**config.mk**
```make
export PLATFORM = sky130hd
export DESIGN_NAME = ctrl_decode_pipe
export DESIGN_NICKNAME = d
export VERILOG_FILES = /design/src/rtl/ctrl_decode_pipe.sv
export SDC_FILE = /design/constraint.sdc
export NUM_CORES = 1
export LEC_CHECK = 0
export BUFFER_PORTS_ARGS = -buffer_cell sky130_fd_sc_hd__buf_2
export CORE_ASPECT_RATIO = 2
export CORE_MARGIN = 3
export CORE_UTILIZATION = 45
export DETAILED_ROUTE_END_ITERATION = 10
export GPL_TIMING_DRIVEN = 0
export PLACE_DENSITY = 0.77
export REMOVE_ABC_BUFFERS = 1
export SKIP_CTS_REPAIR_TIMING = 1
export SLEW_MARGIN = 10
export SYNTH_ARGS = -nofsm -noshare
export SYNTH_HDL_FRONTEND = slang
export SYNTH_SLANG_ARGS = --single-unit
```
**constraint.sdc**
```tcl
create_clock -name clk -period 1.9 [get_ports clk]
set_clock_uncertainty 0.2 [all_clocks]
set_input_delay 0.19 -clock clk [delete_from_list [all_inputs] [get_ports clk]]
set_output_delay 0.19 -clock clk [all_outputs]
set_load 0.01 [all_outputs]
```
**src/rtl/ctrl_decode_pipe.sv**
```systemverilog
// Pipelined control decoder: ID-stage decode registered into the ID/EX control register,
// with stall hold, flush bubbles, sticky error and a halt-drain FSM. Optional counters: CTRL_PERF_CNT_EN.
module ctrl_decode_pipe #(
  parameter int DRAIN_DEPTH = 3,
  parameter int ERR_HALT    = 0,
  parameter int CNT_W       = 16
) (
  input  logic             clk,
  input  logic             rst,
  input  logic             id_valid,
  input  logic [4:0]       opcode,
  input  logic             stall,
  input  logic             flush,
  output logic             ex_valid,
  output logic             reg_dst,
  output logic             alu_src,
  output logic             branch,
  output logic             mem_read,
  output logic             mem_write,
  output logic             jump,
  output logic             mem_to_reg,
  output logic             reg_write,
  output logic             zero_ext,
  output logic             i1_fmt,
  output logic             halt,
  output logic             err,
  output logic [4:0]       alu_op,
  output logic             fetch_hold,
  output logic             halt_done,
`ifdef CTRL_PERF_CNT_EN
  output logic [CNT_W-1:0] instr_cnt,
  output logic [CNT_W-1:0] bubble_cnt,
`endif
  output logic             err_sticky
);

  typedef struct packed {
    logic       reg_dst;
    logic       alu_src;
    logic       branch;
    logic       mem_read;
    logic       mem_write;
    logic       jump;
    logic       mem_to_reg;
    logic       reg_write;
    logic       zero_ext;
    logic       i1_fmt;
    logic       halt;
    logic       err;
    logic [4:0] alu_op;
  } ctrl_t;

  typedef enum logic [1:0] {
    RUN    = 2'd0,
    DRAIN  = 2'd1,
    HALTED = 2'd2
  } state_t;

  localparam ctrl_t      BUBBLE = '{alu_op: 5'b00001, default: 1'b0};
  localparam logic [3:0] DEPTH  = 4'(DRAIN_DEPTH);

  function automatic ctrl_t decode(input logic [4:0] op);
    ctrl_t c;
    c        = '{default: 1'b0};
    c.alu_op = op;
    case (op)
      5'b00000: c.halt = 1'b1;
      5'b00001, 5'b00010, 5'b00011: ;
      5'b01000, 5'b01001,
      5'b10100, 5'b10101, 5'b10110, 5'b10111: begin
        c.alu_src   = 1'b1;
        c.reg_write = 1'b1;
        c.i1_fmt    = 1'b1;
      end
      5'b01010, 5'b01011: begin
        c.alu_src   = 1'b1;
        c.reg_write = 1'b1;
        c.i1_fmt    = 1'b1;
        c.zero_ext  = 1'b1;
      end
      5'b10000: begin
        c.alu_src   = 1'b1;
        c.i1_fmt    = 1'b1;
        c.mem_write = 1'b1;
      end
      5'b10001: begin
        c.alu_src    = 1'b1;
        c.i1_fmt     = 1'b1;
        c.mem_read   = 1'b1;
        c.mem_to_reg = 1'b1;
        c.reg_write  = 1'b1;
      end
      5'b10011: begin
        c.alu_src   = 1'b1;
        c.i1_fmt    = 1'b1;
        c.mem_write = 1'b1;
        c.reg_write = 1'b1;
      end
      5'b11001, 5'b11010, 5'b11011, 5'b11100,
      5'b11101, 5'b11110, 5'b11111: begin
        c.reg_dst   = 1'b1;
        c.reg_write = 1'b1;
      end
      5'b01100, 5'b01101, 5'b01110, 5'b01111: begin
        c.alu_src = 1'b1;
        c.branch  = 1'b1;
      end
      5'b11000: begin
        c.alu_src   = 1'b1;
        c.reg_write = 1'b1;
      end
      5'b10010: begin
        c.alu_src   = 1'b1;
        c.reg_write = 1'b1;
        c.zero_ext  = 1'b1;
      end
      5'b00100: c.jump = 1'b1;
      5'b00101: begin
        c.jump    = 1'b1;
        c.alu_src = 1'b1;
      end
      5'b00110: begin
        c.jump      = 1'b1;
        c.reg_write = 1'b1;
      end
      5'b00111: begin
        c.jump      = 1'b1;
        c.reg_write = 1'b1;
        c.alu_src   = 1'b1;
      end
      default: begin
        c        = '{default: 1'b0};
        c.alu_op = op;
        c.err    = 1'b1;
      end
    endcase
    return c;
  endfunction

  state_t     state, state_nx;
  logic [3:0] dcnt, dcnt_nx;
  ctrl_t      dec, ex_ctrl;
  logic       running, load, bubble_load, enter_drain;
  logic       ex_valid_q, halt_done_q, err_sticky_q;

  // ID-stage decode and load qualification
  always_comb begin
    dec         = decode(id_valid ? opcode : 5'b00001);
    running     = (state == RUN);
    bubble_load = !running || flush;
    load        = running && !flush && !stall;
    enter_drain = load && (dec.halt || ((ERR_HALT != 0) && dec.err));
  end

  // Halt-drain next state and drain counter
  always_comb begin
    state_nx = state;
    dcnt_nx  = dcnt;
    case (state)
      RUN: begin
        if (enter_drain) begin
          state_nx = DRAIN;
          dcnt_nx  = DEPTH;
        end else begin
          state_nx = RUN;
        end
      end
      DRAIN: begin
        dcnt_nx = dcnt - 4'd1;
        // <=1 so a mis-set depth of 0 still terminates
        if (dcnt <= 4'd1) begin
          state_nx = HALTED;
        end else begin
          state_nx = DRAIN;
        end
      end
      HALTED:  state_nx = HALTED;
      default: begin
        state_nx = RUN;
        dcnt_nx  = 4'd0;
      end
    endcase
  end

  // FSM state register
  always_ff @(posedge clk) begin
    if (rst) begin
      state <= RUN;
      dcnt  <= 4'd0;
    end else begin
      state <= state_nx;
      dcnt  <= dcnt_nx;
    end
  end

  // ID/EX control register
  always_ff @(posedge clk) begin
    if (rst) begin
      ex_ctrl    <= BUBBLE;
      ex_valid_q <= 1'b0;
    end else if (bubble_load) begin
      ex_ctrl    <= BUBBLE;
      ex_valid_q <= 1'b0;
    end else if (stall) begin
      ex_ctrl    <= ex_ctrl;
      ex_valid_q <= ex_valid_q;
    end else begin
      ex_ctrl    <= dec;
      ex_valid_q <= id_valid;
    end
  end

  // Sticky status flags
  always_ff @(posedge clk) begin
    if (rst) begin
      halt_done_q  <= 1'b0;
      err_sticky_q <= 1'b0;
    end else begin
      if (state_nx == HALTED) begin
        halt_done_q <= 1'b1;
      end
      if (load && dec.err) begin
        err_sticky_q <= 1'b1;
      end
    end
  end

`ifdef CTRL_PERF_CNT_EN
  localparam logic [CNT_W-1:0] CNT_MAX = {CNT_W{1'b1}};
  logic [CNT_W-1:0] instr_q, bubble_q;

  // Saturating performance counters; stall holds count as neither
  always_ff @(posedge clk) begin
    if (rst) begin
      instr_q  <= '0;
      bubble_q <= '0;
    end else begin
      if (load && id_valid && (instr_q != CNT_MAX)) begin
        instr_q <= instr_q + 1'b1;
      end
      if (bubble_load && (bubble_q != CNT_MAX)) begin
        bubble_q <= bubble_q + 1'b1;
      end
    end
  end

  assign instr_cnt  = instr_q;
  assign bubble_cnt = bubble_q;
`endif

  assign ex_valid   = ex_valid_q;
  assign reg_dst    = ex_ctrl.reg_dst;
  assign alu_src    = ex_ctrl.alu_src;
  assign branch     = ex_ctrl.branch;
  assign mem_read   = ex_ctrl.mem_read;
  assign mem_write  = ex_ctrl.mem_write;
  assign jump       = ex_ctrl.jump;
  assign mem_to_reg = ex_ctrl.mem_to_reg;
  assign reg_write  = ex_ctrl.reg_write;
  assign zero_ext   = ex_ctrl.zero_ext;
  assign i1_fmt     = ex_ctrl.i1_fmt;
  assign halt       = ex_ctrl.halt;
  assign err        = ex_ctrl.err;
  assign alu_op     = ex_ctrl.alu_op;
  assign fetch_hold = (state == DRAIN) || (state == HALTED);
  assign halt_done  = halt_done_q;
  assign err_sticky = err_sticky_q;

endmodule

```
==> impl_metrics.csv <==
group,metric,value,unit
placement,dpl_cell_area,0.00129,mm2
worst_setup_path,crit_fanout,21,
yosys,yosysWarnings,0,
detailed_routing,drt_wl_total,2.63,mm
yosys,synth-edff-count,0,
global_route,antenna_found_initial,0,
yosys,muxShareOfSynthArea,1.70,%
clock_network,clockRootBuffer,"clkbuf_8",
yosys,yosys.cell_count.top_type,"dfxtp_1",
detailed_routing,drc,0,
clock_network,cts_htree_levels,1,
global_route,grt_max_degree,22,
yosys,synthCells,139,
yosys,synth_top_area_cell,"dfxtp_1",
hold_path,hold_class,"primary input to flip-flop",
yosys,async_flop_share,0,%
yosys,synth_top_family_by_area,"simple AND/OR/NAND/NOR gates",
cells_and_area,area_delta_synth_final,16.0,%
yosys,synth_compound_area_share,20.4,%
cells_and_area,layout-drive-gt1-share,23.5,%
yosys,avgSynthCellArea,8.45,um2
placement,portBuffers,28,
global_route,grt_pass1_vias,1080,
yosys,ys_seq_area_share,39.2,%
outcome,outcome,"complete, no violations",
placement,gp_congestion,0.745,
sta,setup_viol,0,
detailed_routing,wl_met2,1.47,mm
worst_setup_path,endpoint_kind,"flip-flop",
clock_network,clk_pin_slew,0.08,ns
sta,fin_crit_sh,96.8,%
yosys,synth.area.top_cells,"dfxtp_1, ha_1, a21oi_1",
detailed_routing,wl_per_cell,13.9,um
clock_network,cts_buffer_depth,2,
yosys,synth_commonest_cells,"dfxtp_1, a21oi_1, nand2_1, nor2_1, inv_1",
detailed_routing,drt_iter0_drc,24,
detailed_routing,drtPass1Iterations,4,
cells_and_area,final_nets,179,
detailed_routing,top_layer_used,"met4",
worst_setup_path,crit_type,"primary input to flip-flop",
worst_setup_path,start_kind,"primary input",
pwr,power.density,649,mW/mm2
sta,hold_viol,0,
yosys,yosys.area.top_type_share,39.2,%
yosys,synth_simple_gate_area_share,22.9,%
cells_and_area,fillers,239,
yosys,synthAdderAreaFrac,6.39,%
cells_and_area,fin_area,0.00136,mm2
cells_and_area,postLayoutCoreUtil,55.8,%
yosys,synth-xor-area-share,0.745,%
detailed_routing,wl_met1,997,um
flow_run,drv_cap,0,
sta,rsz0062_at_grt,"no",
placement,dp_hpwl,2.01,mm
die,initial_core_util,48.2,%
pwr,ir_worst_vdd,0.595,mV
die,die_y,78.3,um
detailed_routing,vias,1072,
worst_setup_path,cp_data_required_time,1.89,ns
die,dieArea,0.00330,mm2
pwr,p_leak,0.584,nW
detailed_routing,vias_per_cell,5.67,
clock_network,tritoncts,"done",
sta,period_minus_slack,1.84,ns
clock_network,clock_latency,0.27,ns
clock_network,cts_buffers,3,
cells_and_area,fin_cells,189,
clock_network,cts_sinks,23,
global_route,grt_use_total,17.5,%
die,pin_count,31,
detailed_routing,drtAntennaViolNets,0,
yosys,synth_seq_cells,23,
yosys,netlist_area,0.00117,mm2
sta,slew_violations,0,
cells_and_area,regArea,460,um2
cells_and_area,largest_register_ffs,5,
die,die_x,42.1,um
yosys,ys_types,45,
global_route,grt-ovfl-total,0,
worst_setup_path,worstPathArrival,1.82,ns
sta,holdWs,0.0405,ns
global_route,grt_pass1_wl,4.51,mm
cells_and_area,multi_input_area,629,um2
die,fp-row-count,25,
sta,fmax,0.544,GHz
die,core_area,0.00244,mm2
placement,dp_cells,183,
detailed_routing,routed-wl-met3,102,um
yosys,synthFlopType,"dfxtp_1",
cells_and_area,diodes,0,
## final cells by class
class / count / share of cell area [%]
Tap cell: 27 / 2.48
Timing Repair Buffer: 30 / 11.8
Multi-Input combinational cell: 96 / 46.2
Clock buffer: 4 / 3.31
Inverter: 9 / 2.48
Sequential cell: 23 / 33.8
## logic make-up after synthesis
logic type,after synthesis
buf+inv,21
mux,2
fa+ha+maj,6
flops,23
xor+xnor,1
other cells,1
compound gates,35
simple gates,50
## report_power, final
group / total (W) / switching (W) / internal (W)
clock: 0.000303 / 0.000154 / 0.000150
combinational: 0.0000907 / 0.0000567 / 0.0000340
sequential: 0.000490 / 0.00000270 / 0.000487
## critical path, stage by stage
cell,delay (ns)
buf_4,0.18
or4b_4,0.56
o31a_1,0.37
or2_4,0.26
a221oi_2,0.25
## path summary, 6_finish.rpt
kind	startpoint	endpoint	slack, ns	cells past startpoint
max	stall	dcnt[1]$_SDFFE_PP0P_	0.06	5
min	id_valid	alu_src$_SDFFE_PP0N_	0.04	3
max reg2reg	dcnt[0]$_SDFFE_PP0P_	dcnt[3]$_SDFFE_PP0P_	0.16	3
min reg2reg	mem_write$_SDFFE_PP0N_	mem_write$_SDFFE_PP0N_	0.26	2
## routing by layer
| metal | global-route usage [%] | vias to the layer above |
|---|---|---|
| met5 | 0 | - |
| met4 | 10.9 | 0 |
| met3 | 3.21 | 5 |
| met2 | 33.9 | 26 |
| met1 | 15.7 | 514 |
| li1 | - | 527 |
## layout by cell type (no fill, tap or decap), types with 2 or more instances in the layout
master,Yosys,routed
or3_1,2,2
buf_4,3,2
a22oi_1,2,2
o21a_1,2,2
clkbuf_8,0,3
mux2i_1,2,2
nand2b_1,4,3
ha_1,6,6
buf_2,0,27
a21oi_1,13,13
o22ai_1,2,2
nor2b_1,2,2
nand3_1,2,2
nor2_1,13,13
o221ai_1,2,2
conb_1,1,2
o21ai_1,2,2
dfxtp_1,23,23
nand2_1,13,13
inv_1,9,9
o31a_1,2,2
nor3b_1,3,3
## through the flow
step	setup TNS, ns	setup slack, ns	total power [W]
after global placement	-0.588	-0.228	0.000586
after detailed placement	-0.729	-0.262	0.000588
final	0	0.0610	0.000884
after global routing	0	0.00441	0.000919
after floorplan	0	0.100	0.000545
after CTS	0	0.0153	0.000890
Power figures use the tool's default switching activity.
